`config.mk`:
```
export PLATFORM = sky130hd
export DESIGN_NAME = upc_scan_session
export DESIGN_NICKNAME = d
export VERILOG_FILES = /design/src/rtl/upc_scan_session.sv
export SDC_FILE = /design/constraint.sdc
export NUM_CORES = 1
export LEC_CHECK = 0
export ABC_AREA = 1
export BUFFER_PORTS_ARGS = -buffer_cell sky130_fd_sc_hd__buf_2
export CAP_MARGIN = 25
export CORE_ASPECT_RATIO = 1.25
export CORE_UTILIZATION = 55
export DETAILED_ROUTE_END_ITERATION = 7
export GPL_TIMING_DRIVEN = 0
export HOLD_SLACK_MARGIN = 0.12
export PLACE_DENSITY = 0.78
export SLEW_MARGIN = 5
export SYNTH_ARGS = -nofsm -noshare
export SYNTH_HDL_FRONTEND = slang
export SYNTH_SLANG_ARGS = --single-unit
```
`constraint.sdc`:
```
create_clock -name clk -period 2.3 [get_ports clk]
set_clock_uncertainty 0.15 [all_clocks]
set_input_delay 0.23 -clock clk [delete_from_list [all_inputs] [get_ports clk]]
set_output_delay 0.23 -clock clk [all_outputs]
set_load 0.02 [all_outputs]
```
`src/rtl/upc_scan_session.sv`:
```
// Scan session classifier: programmable UPC table, per-session counts
// and a latched theft alarm with one-cycle classification latency.
module upc_scan_session #(
    parameter int UPC_W        = 3,
    parameter int CNT_W        = 8,
    parameter int ALARM_THRESH = 2
) (
    input  logic             clk,
    input  logic             reset,
    input  logic             cfg_we,
    input  logic [UPC_W-1:0] cfg_addr,
    input  logic             cfg_disc,
    input  logic             cfg_exp,
    input  logic             scan_valid,
    input  logic [UPC_W-1:0] scan_upc,
    input  logic             scan_mark,
    input  logic             session_end,
    input  logic             alarm_clr,
    output logic             out_valid,
    output logic             discounted,
    output logic             stolen,
    output logic [CNT_W-1:0] item_count,
    output logic [CNT_W-1:0] stolen_count,
    output logic [CNT_W-1:0] disc_count,
    output logic             alarm
);

    localparam int               DEPTH = 2 ** UPC_W;
    localparam logic [CNT_W-1:0] CMAX  = '1;
    localparam logic [CNT_W-1:0] THR   = CNT_W'(ALARM_THRESH);

    typedef enum logic [1:0] {
        IDLE,
        SCAN,
        ALARM
    } state_t;

    state_t state;
    state_t state_nx;

    // bit 1 = discounted, bit 0 = expensive
    logic [1:0] tbl [DEPTH];

    logic             cls_disc;
    logic             cls_stl;
    logic             take;
    logic             count;
    logic             wipe;
    logic [CNT_W-1:0] item_nx;
    logic [CNT_W-1:0] stl_nx;
    logic [CNT_W-1:0] disc_nx;

    function automatic logic [CNT_W-1:0] bump(
        input logic [CNT_W-1:0] v,
        input logic             en
    );
        return (en && v != CMAX) ? v + CNT_W'(1) : v;
    endfunction

    // Read happens before the same-edge write, so a colliding scan sees the old entry
    assign cls_disc = tbl[scan_upc][1];
    assign cls_stl  = tbl[scan_upc][0] & ~scan_mark;
    assign alarm    = (state == ALARM);

    // Table write port
    always_ff @(posedge clk or posedge reset) begin
        if (reset) begin
            for (int i = 0; i < DEPTH; i++) begin
                tbl[i] <= '0;
            end
        end else if (cfg_we) begin
            tbl[cfg_addr] <= {cfg_disc, cfg_exp};
        end
    end

    // State register
    always_ff @(posedge clk or posedge reset) begin
        if (reset) begin
            state <= IDLE;
        end else begin
            state <= state_nx;
        end
    end

    // Next state, accept/count decisions and counter next values
    always_comb begin
        state_nx = state;
        take     = 1'b0;
        count    = 1'b0;
        wipe     = 1'b0;
        unique case (state)
            IDLE: begin
                if (scan_valid) begin
                    take     = 1'b1;
                    count    = 1'b1;
                    state_nx = SCAN;
                end
            end
            SCAN: begin
                take = scan_valid;
                if (session_end) begin
                    wipe     = 1'b1;
                    state_nx = IDLE;
                end else begin
                    count = scan_valid;
                end
            end
            ALARM: begin
                if (alarm_clr) begin
                    wipe     = 1'b1;
                    state_nx = IDLE;
                end else begin
                    take  = scan_valid;
                    count = scan_valid;
                end
            end
            default: begin
                state_nx = IDLE;
            end
        endcase

        item_nx = bump(item_count, count);
        stl_nx  = bump(stolen_count, count & cls_stl);
        disc_nx = bump(disc_count, count & cls_disc);

        if (state != ALARM && count && cls_stl && stl_nx == THR) begin
            state_nx = ALARM;
        end

        if (wipe) begin
            item_nx = '0;
            stl_nx  = '0;
            disc_nx = '0;
        end
    end

    // Classification outputs and session counters
    always_ff @(posedge clk or posedge reset) begin
        if (reset) begin
            out_valid    <= 1'b0;
            discounted   <= 1'b0;
            stolen       <= 1'b0;
            item_count   <= '0;
            stolen_count <= '0;
            disc_count   <= '0;
        end else begin
            out_valid <= take;
            if (take) begin
                discounted <= cls_disc;
                stolen     <= cls_stl;
            end
            item_count   <= item_nx;
            stolen_count <= stl_nx;
            disc_count   <= disc_nx;
        end
    end

endmodule

```
# Word-level counts from Yosys, hierarchy flattened
# Index checks and enable logic that the tools add are counted.
[classes] add_sub_neg=3 n_mul=0 div_mod_pow=0 n_lt_le_gt_ge=3 eq_ne=10 n_shift=0 mux=25 bitwise=6 n_reduce_logical=11
[ops] operator="$mux W8" n=6
[ops] operator="$add A8 B1 Y8 const B" n=3
[ops] operator="$ne A8 B8 Y1 const B" n=3
[ops] operator="$bwmux W16" n=1
[ops] operator="$mux W2" n=7
[ops] operator="$eq A8 B2 Y1 const B" n=1
[ops] operator="$ge A4 B4 Y1 const B" n=2
[ops] operator="$not A3 Y4" n=2
[ops] operator="$logic_and A1 B1 Y1" n=7
[ops] operator="$bmux W2 S3" n=1
[ops] operator="$demux W2 S3" n=1
[ops] operator="$ne A3 B3 Y1 const B" n=2
[ops] operator="$pmux W1 S3" n=2
[ops] operator="$pmux W2 S3" n=1
[ops] operator="$mux W1" n=5
[ops] operator="$lt A4 B1 Y1 const B" n=1
[ops] operator="$reduce_bool A2 Y1" n=2
[ops] operator="$and A1 B1 Y1" n=3
[ops] operator="$ne A3 B2 Y1 const B" n=1
[ops] operator="$reduce_and A3 Y1" n=1
[ops] operator="$eq A2 B1 Y1 const B" n=1
[ops] operator="$eq A2 B2 Y1 const B" n=1
[ops] operator="$logic_not A2 Y1" n=1
[ops] operator="$ne A2 B2 Y1 const B" n=1
[ops] operator="other kinds (2)" n=2
[totals] ff_bits=45 latchBits=0 ramBits=0 rom_bits=0 out_inout_bits=28 n_memories=0

# Logic depth before layout (Yosys ltp)
[logic_depth] word_depth=12 depth_mapped=17 ltp_nobuf=16

# Least setup slack after synthesis
# Ideal clock, no wire load.
[synth_timing] path_kind="reg-to-reg" start="reg state[0]" end="reg state[0]" setup_ns=0.118 arrival_ns=1.939 t_required_ns=2.032 setup_slack_ns=0.093 path_stages_with_launch=16 synth_period_minus_slack_ns=2.207 cell_sequence="dfrtp_1 -> inv_1 -> ha_1 -> nand2_4 -> nand3_2 -> nand3_2 -> inv_2 -> nand4_4 -> nand2_1 -> nand2_1 -> nor2_2 -> nand3_2 -> nand2_2 -> nand3_2 -> nand2_1 -> nand2_1"
[synth_via] elab_chain_len=9 word_cells_on_any_way=18
[synth_rtl] item="from (decl)" line_no="38" rtl="state_t state;"
[synth_rtl] item="from (signal assigned)" line_no="81" rtl="state <= state_nx;"
[synth_rtl] item="$eq A2 B2 Y1 (*)"
[synth_rtl] item="named net alarm" line_no="25" rtl="output logic alarm"
[synth_rtl] item="$pmux W1 S3" line_no="91" rtl="unique case (state)"
[synth_rtl] item="$and A1 B1 Y1" line_no="123" rtl="stl_nx = bump(stolen_count, count & cls_stl);"
[synth_rtl] item="$logic_and A1 B1 Y1" line_no="57" rtl="return (en && v != CMAX) ? v + CNT_W'(1) : v;"
[synth_rtl] item="$mux W8" line_no="57"
[synth_rtl] item="$eq A8 B2 Y1" line_no="126" rtl="if (state != ALARM && count && cls_stl && stl_nx == THR) begin"
[synth_rtl] item="$logic_and A1 B1 Y1" line_no="126"
[synth_rtl] item="$ne A3 B2 Y1 (no source line) or $ne A3 B3 Y1 (tied branches)"
[synth_rtl] item="$reduce_and A3 Y1 (no source line)"
# The timed path passes the listed nets; every way through them passes the cells marked *.
# A chain may end at the register's enable or synchronous reset.

# Worst setup path in the final report
[layout_timing] start="reg state[0]" end="reg state[0]"
[layout_via] elab_chain_len=9 word_cells_on_any_way=18
[layout_rtl] item="$eq A2 B2 Y1, or another cell as far along" line_no="91"
[layout_rtl] item="$pmux W1 S3" line_no="91"
[layout_rtl] item="$and A1 B1 Y1" line_no="123"
[layout_rtl] item="$logic_and A1 B1 Y1" line_no="57"
[layout_rtl] item="$mux W8" line_no="57"
[layout_rtl] item="$eq A8 B2 Y1" line_no="126"
[layout_rtl] item="$logic_and A1 B1 Y1" line_no="126"
[layout_rtl] item="$ne A3 B2 Y1 (no source line) or $ne A3 B3 Y1 (tied branches)"
[layout_rtl] item="$reduce_and A3 Y1 (no source line)"
# Parallel ways exist; a longest one is shown, timed or not.

==> results.json <==
{
  "outcome": "finished, violations left",
  "failed_checks": "setup timing",
  "synth_nets": 347,
  "intPower_w": 0.00186,
  "syn_inst": 325,
  "slew_viol_final": 0,
  "gp_congestion": 0.870,
  "drc": 0,
  "hold_path_end": "tbl[1]",
  "cellLeakagePower_nw": 1.70,
  "tightest_slew_ps": 676,
  "sw_frac_of_total": 0.424,
  "multi_input_area_mm2": 0.00140,
  "seqPwrFrac": 0.383,
  "path_clk_slew_ps": 90,
  "diodes": 0,
  "register_area_mm2": 0.00113,
  "die_h_um": 79.2,
  "io_buffers": 41,
  "tritoncts": "done",
  "yosys-top-cells-area": "dfrtp_1 43%, nand2_1 10%, inv_1 6.6%",
  "grt_usage": 0.242,
  "ir_drop_uv": 609,
  "synth_edf_count": 0,
  "p_total_w": 0.00323,
  "via_count": 2413,
  "coreArea_mm2": 0.00449,
  "rsz0062_at_grt": "true",
  "dp_hpwl_mm": 4.22,
  "numCtsBuffers": 5,
  "syn-mean-instance-area_um2": 8.07,
  "drtIter0Drc": 187,
  "worstReg2RegEnd": "state[0]",
  "clockBufferDepth": 2,
  "dp_cells": 425,
  "setup_viol": 2,
  "grt_start_max_net_pins": 37,
  "synth_most_common_cell": "nand2_1",
  "dieWidth_um": 63.8,
  "firstDrtPassIters": 4,
  "fmax_mhz": 428,
  "path_class": "flip-flop to flip-flop",
  "cp-start-kind": "flip-flop",
  "p_clk_frac": 0.186,
  "ff2ff_setup_slack_ps": -40,
  "grt_pass1_wl_mm": 9.54,
  "clkLatencyLatePin_ps": 290,
  "ys_seq_elements": 45,
  "slew_headroom": 0.546,
  "wirelength_mm": 6.45,
  "hp-start": "cfg_disc",
  "worstHoldPathType": "input port to flip-flop",
  "synth_cell_types": 35,
  "pwr-share-comb": 0.431,
  "fin_nets": 417,
  "io_pins": 43,
  "power.density_mw_per_mm2": 958,
  "whs_ps": 144,
  "r2r_cells": 15,
  "grt_pass1_vias": 2123,
  "instances_no_fill": 454,
  "dieArea_mm2": 0.00505,
  "yosys-top-cells-count": "72 x nand2_1, 46 x inv_1, 45 x dfrtp_1, 27 x nor2_1, 27 x o21ai_0",
  "syn_area_mm2": 0.00262,
  "synthArstFlopShare": 1.00,
  "cp_max_fo": 7,
  "r2r-start": "state[0]",
  "min_period_ps": 2340,
  "final-hold-violation-count": 0,
  "yosysTopAreaCell": "dfrtp_1",
  "ctsHtreeMaxLevel": 2,
  "rows": 27,
  "overflow": 0,
  "start_util": 0.584,
  "required_ps": 2330,
  "viasPerCell": 5.31,
  "post_drt_wl_per_cell_um": 14.2,
  "synth_top_area_share": 0.429,
  "crit_start": "state[0]",
  "nFillCells": 314,
  "ant_nets": 0,
  "synth_warnings": 0,
  "p_sw_w": 0.00137,
  "cts_sinks": 45,
  "syn_to_final_growth_pct": 28.5,
  "clockRootBuffer": "clkbuf_8",
  "seq_area_frac_synth": 0.429,
  "holdPathStages": 3,
  "drive_gt1_frac": 0.343,
  "end_kind": "flip-flop",
  "cap_violations": 0,
  "finalWorstSetupSlack_ps": -35.2,
  "cp.arrival_ps": 2360,
  "antenna_found_initial": 0,
  "ys.flop_type": "dfrtp_1",
  "timing.final.crit_share": 1.02
}
## cell usage in the layout, fill, tap and decap left out, drive strengths merged
| cell | n |
|---|---|
| a211oi | 1 |
| a21oi | 17 |
| a311oi | 1 |
| a31oi | 2 |
| and3 | 1 |
| buf | 61 |
| bufinv | 1 |
| clkbuf | 7 |
| clkinv | 1 |
| dfrtp | 45 |
| dlygate4sd3 | 4 |
| ha | 7 |
| inv | 54 |
| nand2 | 82 |
| nand3 | 24 |
| nand4 | 7 |
| nor2 | 34 |
| nor3 | 7 |
| nor3b | 1 |
| nor4 | 1 |
| o2111ai | 1 |
| o21ai | 29 |
| o22ai | 3 |
| xor2 | 5 |
## worst max-delay path by stage
stage	end	slack [ps]	depth (start not counted)
after floorplan	state[0]	90	15
after global placement	state[0]	10	15
after detailed placement	state[1]	-50	15
after CTS	state[0]	10	15
after global routing	state[0]	-120	15
final	state[0]	-40	15
## repair_timing
| action | in CTS | in global routing |
|---|---|---|
| pin swaps | 0 | 24 |
| setup buffers | 2 | 15 |
| endpoints found under the setup margin | 3 | 7 |
| resized for setup | 2 | 44 |
| hold endpoints to repair | 49 | 0 |
| hold buffers | 4 | 0 |
## area by class of cell
| cell class | count | area share |
|---|---|---|
| Clock inverter | 2 | 0.0115 |
| Timing Repair Buffer | 63 | 0.122 |
| Sequential cell | 45 | 0.335 |
| Inverter | 54 | 0.0661 |
| Clock buffer | 6 | 0.0215 |
| Tap cell | 58 | 0.0215 |
| Buffer | 3 | 0.00557 |
| Multi-Input combinational cell | 223 | 0.417 |
## cells by family after synthesis
group | count (synthesis) | share of synthesized area
fa+ha+maj | 7 | 0.0334
xor+xnor | 5 | 0.0167
buf+inv | 57 | 0.0864
flops | 45 | 0.429
compound gates | 54 | 0.109
simple gates | 157 | 0.325
## worst max-delay path: stages (launching register included)
cell,delay (ps)
dfrtp_2,480
inv_4,100
ha_4,160
inv_4,40
nand3_4,80
nand3_4,110
inv_6,100
nand4_4,170
nand2_1,130
nand2_1,80
nor2_2,130
nand3_2,120
nand2_2,100
nand3_2,90
nand2_1,100
nand2_1,70
## metrics by stage
step                       util  TNS [ps]  worst slack [ps]  instance area, um2
final                     0.750     -50.8             -35.2                3370
after global routing      0.750      -424              -121                3370
after CTS                 0.688         0              13.9                3090
after detailed placement  0.650      -117             -54.2                2920
after global placement    0.646         0              13.8                2900
after floorplan               -         0              93.0                2620
## layer usage
| layer | global-route usage | share of wire | routed length, um |
|---|---|---|---|
| met3 | 0.0402 | 0.031 | 203 |
| met5 | 0 | 0 | 0 |
| met2 | 0.428 | 0.53 | 3430 |
| met1 | 0.299 | 0.42 | 2700 |
| met4 | 0.0750 | 0.018 | 119 |
## power groups by stage
stage | clock, W | sequential [W] | combinational (W)
6_report | 0.000602 | 0.00124 | 0.00139
5_1_grt | 0.000645 | 0.00126 | 0.00152
4_1_cts | 0.000618 | 0.00120 | 0.00116
3_5_place_dp | 0 | 0.00122 | 0.00114
3_3_place_gp | 0 | 0.00121 | 0.00109
2_1_floorplan | 0 | 0.00137 | 0.000630
## flip-flops by register name, summed over array words and instances, names as in the netlist
signal and flops:
tbl 16, disc_count 8, item_count 8, stolen_count 8, state 2, discounted 1, out_valid 1, stolen 1
(Power assumes the default switching activity.)
